[src/rtl/seq_mem_pkg.sv]
// Package: seq_mem_pkg
// Purpose : Shared constants and types for the game-sequence memory.
//   SEQ_DATA_W - bits per stored symbol in the default build
//   SEQ_DEPTH  - maximum sequence length in the default build (power of two, >= 2)
//   symbol_t   - one stored symbol at the default width
//   seq_status_t - bundle of the status flags for observers that want one struct
package seq_mem_pkg;

  localparam int SEQ_DATA_W = 4;
  localparam int SEQ_DEPTH  = 16;

  typedef logic [SEQ_DATA_W-1:0] symbol_t;

  typedef struct packed {
    logic full;
    logic overflow;
    logic rd_last;
    logic rd_done;
  } seq_status_t;

endpackage : seq_mem_pkg

[src/rtl/seq_mem_store.sv]
// Module : seq_mem_store
// Purpose: DEPTH x DATA_W symbol array with one synchronous write port and one
//          asynchronous (combinational) read port. Contents are not reset.
// Ports:
//   clk    in   1       rising-edge clock
//   we     in   1       write enable, wdata stored at waddr on the clock edge
//   waddr  in   ADDR_W  write index
//   wdata  in   DATA_W  write symbol
//   raddr  in   ADDR_W  read index
//   rdata  out  DATA_W  symbol at raddr, 0-cycle latency
module seq_mem_store #(
  parameter  int DATA_W = 4,
  parameter  int DEPTH  = 16,
  localparam int ADDR_W = $clog2(DEPTH)
) (
  input  logic              clk,
  input  logic              we,
  input  logic [ADDR_W-1:0] waddr,
  input  logic [DATA_W-1:0] wdata,
  input  logic [ADDR_W-1:0] raddr,
  output logic [DATA_W-1:0] rdata
);

  logic [DATA_W-1:0] mem [DEPTH];

  always_ff @(posedge clk) begin
    if (we) begin
      mem[waddr] <= wdata;
    end
  end

  assign rdata = mem[raddr];

endmodule : seq_mem_store

[src/rtl/seq_mem.sv]
// Module : seq_mem
// Purpose: Game-sequence memory. The random generator appends one symbol per
//          round; the playback/compare FSM replays them in order through a
//          playback pointer. Tracks length, full and a sticky overflow flag.
// Configuration macro:
//   SEQ_MEM_REG_OUT_EN - when defined, rd_data/rd_last/rd_done are registered
//                        and show the previous cycle's read state.
// Ports:
//   clk          in   1        sole clock, rising edge
//   rst_n        in   1        synchronous active-low reset
//   clear        in   1        empty the sequence (len, pointer, overflow to 0)
//   append       in   1        store append_data at index len, len+1
//   append_data  in   DATA_W   symbol to append
//   rd_restart   in   1        playback pointer to 0
//   rd_next      in   1        advance playback pointer by 1 (saturates at len)
//   rd_data      out  DATA_W   symbol at playback pointer, 0 when rd_done
//   rd_last      out  1        pointer == len-1 and len != 0
//   rd_done      out  1        pointer == len
//   len          out  PTR_W+1  current length, 0..DEPTH
//   full         out  1        len == DEPTH
//   overflow     out  1        sticky: append attempted while full
//
// Handshake: every control input is a single-cycle strobe with no ready
// return; a strobe high at a rising edge is consumed on that edge, subject to
// the priorities rst_n > clear > append (write side) and
// clear > rd_restart > rd_next (read side).
module seq_mem
  import seq_mem_pkg::*;
#(
  parameter  int DATA_W = SEQ_DATA_W,
  parameter  int DEPTH  = SEQ_DEPTH,
  localparam int PTR_W  = $clog2(DEPTH)
) (
  input  logic              clk,
  input  logic              rst_n,
  input  logic              clear,
  input  logic              append,
  input  logic [DATA_W-1:0] append_data,
  input  logic              rd_restart,
  input  logic              rd_next,
  output logic [DATA_W-1:0] rd_data,
  output logic              rd_last,
  output logic              rd_done,
  output logic [PTR_W:0]    len,
  output logic              full,
  output logic              overflow
);

  localparam int LEN_W = PTR_W + 1;
  localparam logic [LEN_W-1:0] LEN_MAX = LEN_W'(DEPTH);
  localparam logic [LEN_W-1:0] LEN_ONE = LEN_W'(1);

  logic [LEN_W-1:0]  len_q;
  logic [LEN_W-1:0]  rd_ptr_q;
  logic              overflow_q;

  logic              full_c;
  logic              do_write;
  logic              rd_done_c;
  logic              rd_last_c;
  logic [DATA_W-1:0] store_rdata;
  logic [DATA_W-1:0] rd_data_c;

  assign full_c   = (len_q == LEN_MAX);
  // Reset and clear both beat append, so nothing lands in storage on those edges.
  assign do_write = rst_n && !clear && append && !full_c;

  // ---------------------------------------------------------------------------
  // Length and overflow
  // ---------------------------------------------------------------------------
  always_ff @(posedge clk) begin
    if (!rst_n) begin
      len_q      <= '0;
      overflow_q <= 1'b0;
    end else if (clear) begin
      len_q      <= '0;
      overflow_q <= 1'b0;
    end else if (append) begin
      if (full_c) begin
        overflow_q <= 1'b1;
      end else begin
        len_q <= len_q + LEN_ONE;
      end
    end
  end

  // ---------------------------------------------------------------------------
  // Playback pointer. rd_next is judged against the current len, so a
  // same-cycle append does not let the pointer step past the old end; the
  // pointer therefore never exceeds len.
  // ---------------------------------------------------------------------------
  always_ff @(posedge clk) begin
    if (!rst_n) begin
      rd_ptr_q <= '0;
    end else if (clear || rd_restart) begin
      rd_ptr_q <= '0;
    end else if (rd_next && (rd_ptr_q != len_q)) begin
      rd_ptr_q <= rd_ptr_q + LEN_ONE;
    end
  end

  // ---------------------------------------------------------------------------
  // Storage. Only the low PTR_W bits address the array: a write only happens
  // when len < DEPTH, and a read at pointer == DEPTH is masked by rd_done.
  // ---------------------------------------------------------------------------
  seq_mem_store #(
    .DATA_W (DATA_W),
    .DEPTH  (DEPTH)
  ) u_store (
    .clk   (clk),
    .we    (do_write),
    .waddr (len_q[PTR_W-1:0]),
    .wdata (append_data),
    .raddr (rd_ptr_q[PTR_W-1:0]),
    .rdata (store_rdata)
  );

  // ---------------------------------------------------------------------------
  // Combinational read state
  // ---------------------------------------------------------------------------
  assign rd_done_c = (rd_ptr_q == len_q);
  assign rd_last_c = (len_q != '0) && (rd_ptr_q == (len_q - LEN_ONE));
  assign rd_data_c = rd_done_c ? '0 : store_rdata;

`ifdef SEQ_MEM_REG_OUT_EN
  logic [DATA_W-1:0] rd_data_q;
  logic              rd_last_q;
  logic              rd_done_q;

  // One-cycle delayed view of the read state; reset matches an empty sequence.
  always_ff @(posedge clk) begin
    if (!rst_n) begin
      rd_data_q <= '0;
      rd_last_q <= 1'b0;
      rd_done_q <= 1'b1;
    end else begin
      rd_data_q <= rd_data_c;
      rd_last_q <= rd_last_c;
      rd_done_q <= rd_done_c;
    end
  end

  assign rd_data = rd_data_q;
  assign rd_last = rd_last_q;
  assign rd_done = rd_done_q;
`else
  assign rd_data = rd_data_c;
  assign rd_last = rd_last_c;
  assign rd_done = rd_done_c;
`endif

  assign len      = len_q;
  assign full     = full_c;
  assign overflow = overflow_q;

endmodule : seq_mem

[config.mk]
export PLATFORM = sky130hd
export DESIGN_NAME = seq_mem
export DESIGN_NICKNAME = d
export VERILOG_FILES = /design/src/rtl/seq_mem_pkg.sv /design/src/rtl/seq_mem_store.sv /design/src/rtl/seq_mem.sv
export SDC_FILE = /design/constraint.sdc
export NUM_CORES = 1
export LEC_CHECK = 0
export ABC_AREA = 1
export BUFFER_PORTS_ARGS = -buffer_cell sky130_fd_sc_hd__buf_2
export CAP_MARGIN = 20
export CORE_MARGIN = 3
export CORE_UTILIZATION = 40
export DETAILED_ROUTE_END_ITERATION = 10
export GPL_ROUTABILITY_DRIVEN = 0
export PLACE_DENSITY_LB_ADDON = 0.12
export REMOVE_ABC_BUFFERS = 1
export SYNTH_ARGS = -nofsm -noshare
export SYNTH_HDL_FRONTEND = slang
export SYNTH_SLANG_ARGS = --single-unit
[constraint.sdc]
create_clock -name clk -period 3.8 [get_ports clk]
set_clock_uncertainty 0.2 [all_clocks]
set_input_delay 0.57 -clock clk [delete_from_list [all_inputs] [get_ports clk]]
set_output_delay 0.57 -clock clk [all_outputs]
set_load 0.02 [all_outputs]
==> results of run 1 <==
[logic make-up (layout without fill, tap and decap cells)]
logic type / after synthesis / in the layout
buffers and inverters: 41 / 71
AND/OR/NAND/NOR: 182 / 182
flip-flops: 79 / 79
XOR/XNOR: 8 / 8
adder cells (fa/ha/maj): 6 / 6
AO/OA/AOI/OAI: 42 / 42
[worst max-delay path, stage by stage (launching register included)]
cell and delay [ns]:
dfxtp_1 0.50, inv_2 0.28, nor2_1 0.16, o21ai_0 0.10, nand3_1 0.11, nand2_1 0.06, nand2_1 0.06, nand2_1 0.05
nor2_1 0.11, buf_2 0.18
[state kept, by name, indices dropped and copies added, names as in the netlist, named ones only]
register	flops
u_store.mem	64
len	5
rd_ptr_q	5
overflow	1
[synthesized netlist by cell type]
cell,n,area (um2)
nand2_1,73,274
edfxtp_1,64,1920
nor2_1,61,229
inv_1,25,93.8
nand3_1,25,125
dfxtp_1,15,300
a21oi_1,14,70.1
o21ai_0,14,70.1
nand2_2,8,50.1
o21ai_1,8,40.0
ha_1,6,75.1
inv_2,6,22.5
nor3_1,5,25.0
o211ai_1,5,37.5
xnor2_1,5,43.8
buf_2,4,20.0
nand3_2,4,40.0
nor2_2,3,18.8
xor2_1,3,26.3
buf_4,2,15.0
nand2_4,2,22.5
buf_6,1,11.3
clkbuf_1,1,3.75
clkbuf_2,1,5.00
clkinv_2,1,5.00
nand4_1,1,6.26
o21bai_4,1,18.8
[layer usage]
layer | wire (um) | part of all wire
met3 | 344 | 0.042
met2 | 3650 | 0.45
met1 | 3980 | 0.49
met4 | 131 | 0.016
met5 | 0 | 0
[power groups by stage]
stage / clock [mW] / combinational (mW) / sequential (mW)
3_5_place_dp: 0 / 0.0741 / 0.958
5_1_grt: 0.754 / 0.0819 / 0.939
6_report: 0.704 / 0.0735 / 0.939
3_3_place_gp: 0 / 0.0748 / 0.958
2_1_floorplan: 0 / 0.0398 / 0.960
4_1_cts: 0.717 / 0.0743 / 0.938
[per-stage QoR]
step / hold slack, ns / std cells / total power [mW]
finish: 0.258 / 493 / 1.72
global route: 0.286 / 493 / 1.77
CTS: 0.258 / 493 / 1.73
detailed placement: 0.244 / 477 / 1.03
global placement: 0.236 / 477 / 1.03
floorplan: 0.252 / 349 / 1.00
[cell type report]
cell class	count	area (um2)
clock buffers	11	174
clock inverters	5	60.1
fillers	845	4420
inverters	32	121
multi-input cells	238	1170
flip-flops and latches	79	2220
well taps	105	131
repair buffers	23	118
[worst paths after layout]
path                                            to
worst max-delay path                    rd_data[1]
worst min-delay path                      overflow
worst max register to register  u_store.mem[10][1]
worst min register to register            overflow
==> results.md, run 1 <==
- Status: finished clean
- XOR/XNOR Fraction of Synth Area: 0.0196
- DR iter-0 viols: about 160
- Adder-cell area share of the yosys netlist: 0.0210
- Multiplexer share of the synthesized area: 0
- Drt total wl: between 8 and 9 mm
- Met3 GRT Util: 0.0346
- Critical path arrival: 1.96 ns
- Relative slew slack: 0.573
- Worst IR Drop VDD: ~0.14 mV
- Synth Warn #: 0
- Core Util, Final: 0.475
- Worst r2r path cells: 9
- Syn-to-layout area delta: 12.0%
- Max frequency: approximately 370 MHz
- Hold WC Path Type: reg -> reg
- Pre-Repair DR Iteration Count: 4
- Mapped Area: between 3000 and 4000 um2
- Leakage: around 1.5 nW
- Worst hold path cell count: 2
- Largest family of logic cells by synthesized area: simple AND/OR/NAND/NOR gates
- Yosys reg bits: 79
- First-pass GRT wire length: 12.9 mm
- Hold Path Origin: overflow
- Sequential area share after synthesis: 0.622
- CTS clk-pin slew, worst paths: ~0.080 ns
- Share of power burned in the clock network: 0.410
- Initial antenna violation count: 0
- MaxCap Viol Count: 0
- Crit start category: register
- Drt via density: roughly 5
- Worst Slack Setup Final: 1.07 ns
- Final Hold Fails: 0
- Switching Fraction: 0.218
- CTS max path bufs: 2
- Flop pwr share: 0.547
- Core Region: 8420 um2
- Finished Cell Area: ~4000 um2
- Number of global-route vias before repair: between 2000 and 2500
- Ports: 23
- GR Util met1: 0.251
- DRC: 0
- Syn_area_per_cell: ~10 um2
- Nets: 399
- CTS tree: yes
- Clk Latency, worst-skew pair: 0.35 ns
- Commonest non-fill, non-tap cell in the layout: nand2_1
- Grt met2 use: 0.243
- Pre-CTS WS: 1.47 ns
- Tmin final: between 2 and 3 ns
- Worst-margin pin slew: 0.636 ns
- Synth unique cells: 27
- Vias: approximately 2500
- Setup tns final: 0 ns
- Port bufs: 22
- Die ar.: 10100 um2
- Chip height: 100 um
- Post-route ant nets: 0
- Antenna cells: 0
- Initial Util: 0.424
- Chip width: approximately 100 um
- WL/cell: 16.5 um
- WP data required: between 3 and 4 ns
- Post-Synth Simple-Gate Area: 0.221
- Layout cells sized above 1: 0.165
- CTS resizes: 0
- Rows: 33
- Reg-to-reg setup timing slack: around 1.4 ns
- Post-CTS Hold Buffers: 0
- Final Max Tran Viols: 0
- Largest net degree at the start of global routing: 38
- Worst r2r src: len[1]
- Syn Inst Count: around 360
- Final Cycle Share: 0.719
- Clock Sinks: 79
- Placed cell area: 3760 um2
- Total track usage: 0.170
- RSZ-0062 raised after global routing: false
- Num CTS Buffers: 9
- GRT Max-Usage Layer: met1
- Crit Path Max Fanout: 27
- Combinational power share: 0.043
- Crit Path Class: reg -> out
- Synth Area in Compound Gates: 0.0662
- Number of setup buffers added after CTS: 0
- DP HPWL: around 5.5 mm
- Htree depth: 3
- Most frequent cells in the layout: nand2_1 (73), edfxtp_1 (64), nor2_1 (61)
- Root buf cell: clkbuf_8
- CP Capture Type: output port
- Setup violation total in the final timing report: 0
- Grt total ovfl: 0
- Power density cells: 429 nW/um2
- P_int: between 1 and 1.5 mW
- Sw Pwr: 0.374 mW
Power figures use the tool's default switching activity.
==> inputs of run 2 (changes only) <==
--- a/config.mk
+++ b/config.mk
@@ -5,7 +5,7 @@
 export SDC_FILE = /design/constraint.sdc
 export NUM_CORES = 1
 export LEC_CHECK = 0
-export ABC_AREA = 1
+export ABC_AREA = 0
 export BUFFER_PORTS_ARGS = -buffer_cell sky130_fd_sc_hd__buf_2
 export CAP_MARGIN = 20
 export CORE_MARGIN = 3
==> constraint.sdc (replaced) <==
create_clock -name clk -period 2.5 [get_ports clk]
set_clock_uncertainty 0.2 [all_clocks]
set_input_delay 0.375 -clock clk [delete_from_list [all_inputs] [get_ports clk]]
set_output_delay 0.375 -clock clk [all_outputs]
set_load 0.02 [all_outputs]
==> run 2 against run 1 <==
  * Via count decreased by 20%
  * Sequential power rose by 51%
  * First-iteration DRC count down 62%
  * Sequential cell count stayed put
  * Synthesized area fell by 4.6%
  * Critical endpoint unchanged
  * Core utilization rose by 2.1 points
  * Sequential share of layout area fell by 1.1 points
  * Critical path depth down 3
  * Count of clock-buffer cells in the layout fell by 2
==> results.md, run 2 <==
- CTS tree: yes
- Worst path buffer plus inverter count: 2
- Setup violation total in the final timing report: 0
- Yosys reg bits: between 70 and 80
- Grt total ovfl: 0
- Final cell count without fillers: 385
- Syn-to-layout area delta: 20.1%
- WHS: approximately 0.15 ns
- Drt total wl: between 6 and 7 mm
- Die ar.: 9660 um2
- CP Capture Point: rd_data[1]
- Vias: around 2000
- Syn_area_per_cell: roughly 15 um2
- Max frequency: approximately 410 MHz
- Drt via density: between 5 and 6
- MaxCap Viol Count: 0
- Layout cells sized above 1: 0.386
- Synth Flop Type: edfxtp_1
- Max FFs per register: between 60 and 70
- Root buf cell: clkbuf_8
- DRC: 0
- Top Family by Delay on Critical Path: multiplexers
- Chip width: a little under 100 um
- Top cells by count, synth: edfxtp_1 (64), nor2_1 (21), nand2_1 (17)
- Worst-margin pin slew: ~0.37 ns
- CTS max path bufs: 2
- Final Power: ~2.4 mW
- Rows: 33
- Number of global-route vias before repair: roughly 2100
- Synth area leaders: edfxtp_1 (56%), mux4_2 (9.9%), dfxtp_1 (8.8%)
- Core Util, Final: 0.496
- DP HPWL: approximately 5 mm
- Port bufs: 22
- Worst IR Drop VDD: 0.246 mV
- Num CTS Buffers: 9
- Power density cells: 579 nW/um2
- Worst r2r src: len[1]
- Hold WC Path Type: in -> reg
- CP Cell Sequence: buf_12 -> mux4_2 -> mux2i_1 -> o32a_1 -> nor2_2 -> buf_6
- Async set-reset flop share out of synthesis: 0
- Relative slew slack: 0.752
- Worst r2r path cells: 8
- CP Capture Type: output port
- Htree depth: 3
- Antenna cells: 0
- Share of the synthesized area in the top cell type: 0.564
- Crit start category: register
- Most frequent cells in the layout: edfxtp_1 (64), buf_4 (27), nor2_1 (21)
- Ports: 23
- Nets: between 200 and 300
- Synth area leader: edfxtp_1
- Largest reg by FF count: u_store.mem
- Core Region: a little over 8000 um2
- Crit Path Class: reg -> out
- Clock Sinks: between 70 and 80
- Number of synthesized flops with an enable pin: 64
- Clk Latency, worst-skew pair: about 0.34 ns
- Crit path depth: 6
- Final Hold Fails: 0
- WP data required: between 1.5 and 2 ns
- Largest net degree at the start of global routing: 17
- Critical path arrival: ~1.9 ns
- Chip height: 98.3 um
- Synth unique cells: 40
- Post-route ant nets: 0
- RSZ-0062 raised after global routing: true
- First-pass GRT wire length: 11.3 mm
- Slowest-stage cell, CP: mux4_2
- Final Max Tran Viols: 0
- DR iter-0 viols: 62
- Crit Path Max Fanout: 5
- Reg-to-reg setup timing slack: a little under 0.3 ns
- Most frequent cell after synthesis: edfxtp_1
- Final Cycle Share: 0.978
- Worst path max stage delay: 0.52 ns
- Post-CTS Hold Buffers: 0
- Total track usage: 0.153
- Synth Warn #: 0
- Leakage: 1.40 nW
- Syn Inst Count: about 220
- Commonest non-fill, non-tap cell in the layout: edfxtp_1
- Sequential area share after synthesis: 0.652
- Placed insts: 364
- Status: finished clean
- Initial antenna violation count: 0
- Setup tns final: 0 ns
- WL/cell: about 18 um
- CTS clk-pin slew, worst paths: 0.08 ns
- Reg-to-reg endpoint: u_store.mem[3][1]
- Tmin final: between 2 and 2.5 ns
- Initial Util: 0.413
- Pre-Repair DR Iteration Count: 4
- Mapped Area: between 3000 and 4000 um2
run 2: changes by cell type in the layout (fill, tap and decap cells not counted), moves of 8 or more:
cell	previous run	this run
a21oi_1	14	6
buf_4	1	27
inv_1	25	2
nand2_2	8	0
o21ai_0	14	1
nor2_1	61	21
nand2_1	73	17
nand3_1	25	3
mux4_2	0	15
run 2: stage by stage:
stage	setup WS [ns]	instance area, um2
after global routing	-0.0221	4090
final	0.0546	4090
after floorplan	0.0245	3340
after detailed placement	0.298	3780
after CTS	-0.0134	3990
after global placement	0.337	3780
run 2: area by class of cell:
cell class              count  area (um2)
clock inverters             7        55.1
multi-input cells         131        1160
fillers                   744        4160
clock buffers               9         124
inverters                   3        11.3
repair buffers             51         379
well taps                 105         131
flip-flops and latches     79        2230
run 2: repair_timing:
action,4_1_cts,5_1_grt
gates resized for setup,5,17
pin swaps,1,2
setup endpoints to repair,5,6
endpoints found under the hold margin,0,0
gates cloned,0,1
setup buffers,2,2
run 2: worst min path at each step:
stage	from	to	slack [ns]	depth (start not counted)
5_1_grt	append	len[1]	0.16	3
4_1_cts	rd_restart	rd_ptr_q[4]	0.14	3
3_5_place_dp	overflow	overflow	0.28	2
3_3_place_gp	overflow	overflow	0.27	2
2_1_floorplan	append_data[0]	u_store.mem[0][0]	0.27	0
6_report	append	overflow	0.15	3
run 2: routing by layer:
metal	global-route usage	part of all wire	up-vias
met3	0.0250	0.028	14
met4	0.0662	0.022	0
met2	0.224	0.46	46
li1	-	-	952
met5	0	0	-
met1	0.226	0.49	985
run 2: logic make-up (layout without fill, tap and decap cells):
group | after synthesis | after routing | share of synthesized area
XOR/XNOR | 11 | 11 | 0.0305
buffers and inverters | 13 | 70 | 0.0220
flip-flops | 79 | 79 | 0.652
adder cells (fa/ha/maj) | 6 | 6 | 0.0220
multiplexers | 24 | 24 | 0.126
AO/OA/AOI/OAI | 18 | 18 | 0.0341
AND/OR/NAND/NOR | 72 | 72 | 0.113
run 2: where the power goes:
| group | total (mW) | leakage (nW) | internal [mW] | switching (mW) |
|---|---|---|---|---|
| clock network | 0.852 | 0.0798 | 0.368 | 0.484 |
| registers | 1.42 | 0.699 | 1.42 | 0.00163 |
| logic | 0.0970 | 0.618 | 0.0369 | 0.0601 |
| total | 2.37 | 1.40 | 1.83 | 0.545 |
run 2: worst reg2reg max path, cell delays in order, from the launching register on:
cell	delay [ns]
dfxtp_1	0.35
inv_1	0.08
ha_1	0.22
nand4bb_1	0.19
inv_2	0.07
nor3b_2	0.27
nand2_1	0.17
nor3_1	0.22
buf_4	0.19
==> inputs of run 3 (changes only) <==
--- a/config.mk
+++ b/config.mk
@@ -8,8 +8,9 @@
 export ABC_AREA = 0
 export BUFFER_PORTS_ARGS = -buffer_cell sky130_fd_sc_hd__buf_2
 export CAP_MARGIN = 20
+export CORE_ASPECT_RATIO = 0.9
 export CORE_MARGIN = 3
-export CORE_UTILIZATION = 40
+export CORE_UTILIZATION = 36
 export DETAILED_ROUTE_END_ITERATION = 10
 export GPL_ROUTABILITY_DRIVEN = 0
 export PLACE_DENSITY_LB_ADDON = 0.12
==> run 3 against run 2 <==
  * Die area increased by 10%
  * Power up 7.1%
  * Setup slack lost 0.0097 ns
  * Highest routed layer unchanged
==> results.md, run 3 (same netlist as run 2, synthesis figures left out) <==
- Status: finished clean
- DP HPWL: slightly below 5 mm
- Setup violation total in the final timing report: 0
- CP Capture Type: output port
- RSZ-0062 raised after global routing: true
- Root buf cell: clkbuf_8
- Antenna cells: 0
- Rows: 33
- Grt total ovfl: 0
- Clk Latency, worst-skew pair: around 0.33 ns
- Worst path max stage delay: between 0.5 and 0.6 ns
- Finished Cell Area: between 4000 and 5000 um2
- Setup tns final: 0 ns
- Final Cycle Share: 0.982
- Initial antenna violation count: 0
- DR iter-0 viols: between 80 and 90
- Num CTS Buffers: 9
- CP Cell Sequence: buf_12 -> buf_16 -> mux4_2 -> o22ai_2 -> nor3_2 -> buf_2
- Chip width: 109 um
- Worst IR Drop VDD: 0.251 mV
- Placed insts: around 380
- Combinational power share: 0.039
- MaxCap Viol Count: 0
- Port bufs: 22
- Commonest non-fill, non-tap cell in the layout: edfxtp_1
- Drt total wl: ~7.1 mm
- Chip height: a little under 100 um
- Layout cells sized above 1: 0.348
- Reg-to-reg setup timing slack: about 0.20 ns
- Worst path buffer plus inverter count: 3
- Power density cells: just over 600 nW/um2
- Worst-margin pin slew: 0.410 ns
- Syn-to-layout area delta: 20.2%
- Max FFs per register: 64
- WP data required: between 1.5 and 2 ns
- Crit Path Max Fanout: 5
- Flop pwr share: 0.560
- Hold WC Path Type: in -> reg
- CTS clk-pin slew, worst paths: 0.08 ns
- Share of power burned in the clock network: 0.400
- Total track usage: 0.147
- Switching Fraction: 0.204
- CTS max path bufs: 2
- Tmin final: 2.46 ns
- Leakage: about 1.4 nW
- CTS tree: yes
- Placed cell area: 3770 um2
- Pre-Repair DR Iteration Count: 4
- Crit Path Class: reg -> out
- Die ar.: 10700 um2
- WL/cell: 18.1 um
- Clock Sinks: 79
- Number of global-route vias before repair: slightly above 2000
- Post-route ant nets: 0
- Slowest-stage cell, CP: mux4_2
- Initial Util: 0.372
- Sw Pwr: between 0.5 and 0.6 mW
- Top Family by Delay on Critical Path: multiplexers
- Final Hold Fails: 0
- Crit start category: register
- Max frequency: between 400 and 500 MHz
- Final Max Tran Viols: 0
- Vias: just under 2000
- Drt via density: about 5
- Most frequent cells in the layout: edfxtp_1 (64), nor2_1 (21), buf_2 (20)
- Critical path arrival: roughly 1.9 ns
- Largest reg by FF count: u_store.mem
- Final cell count without fillers: 395
- Largest net degree at the start of global routing: 18
- P_int: 2.02 mW
- Core Region: approximately 9000 um2
- Nets: 284
- Relative slew slack: 0.726
- DRC: 0
- Final Power: 2.54 mW
- Htree depth: 3
- Ports: 23
- Post-CTS Hold Buffers: 0
- First-pass GRT wire length: about 12 mm
## run 3: what timing repair did
| action | 4_1_cts | 5_1_grt |
|---|---|---|
| setup endpoints to repair | 4 | 5 |
| gates cloned | 1 | 0 |
| pin swaps | 2 | 3 |
| gates resized for setup | 11 | 8 |
| buffers inserted | 0 | 1 |
## run 3: routing by layer
layer / wire, um / vias up / track usage
met1: 3550 / 969 / 0.218
met4: 72 / 0 / 0.0524
met3: 195 / 7 / 0.0258
li1: - / 931 / -
met5: 0 / - / 0
met2: 3310 / 33 / 0.217
## run 3: final timing paths
path	from	cells past startpoint	endpoint
setup reg to reg	len[1]	7	u_store.mem[4][1]
hold reg to reg	overflow	2	overflow
hold / removal	append	3	len[1]
setup / recovery	register	6	rd_data[0]
## run 3: area by class of cell
class                           count  area (um2)
Tap cell                          122         153
Timing Repair Buffer               44         340
Clock buffer                       11         131
Multi-Input combinational cell    131        1150
Sequential cell                    79        2230
Inverter                            3        11.3
Fill cell                         858        5070
Clock inverter                      5        82.6
## run 3: power groups by stage
stage / Clock, mW / Combinational [mW] / Sequential [mW]
2_1_floorplan: 0 / 0.0432 / 1.46
3_3_place_gp: 0 / 0.0981 / 1.45
3_5_place_dp: 0 / 0.0978 / 1.45
4_1_cts: 1.04 / 0.100 / 1.42
5_1_grt: 1.10 / 0.110 / 1.42
6_report: 1.02 / 0.0997 / 1.42
## run 3: metrics by stage
stage,worst slack (ns),hold slack [ns],utilization
2_1_floorplan,0.0245,0.274,-
3_3_place_gp,0.296,0.253,0.411
3_5_place_dp,0.165,0.254,0.411
4_1_cts,-0.00173,0.153,0.442
5_1_grt,-0.0413,0.182,0.447
6_report,0.0449,0.164,0.447
## run 3: worst register-to-register path, delay by kind of cell, from the launching register on
kind / cells / cell delay, ns
simple gates: 4 / 1.06
flops: 1 / 0.33
buf+inv: 2 / 0.14
fa+ha+maj: 1 / 0.23
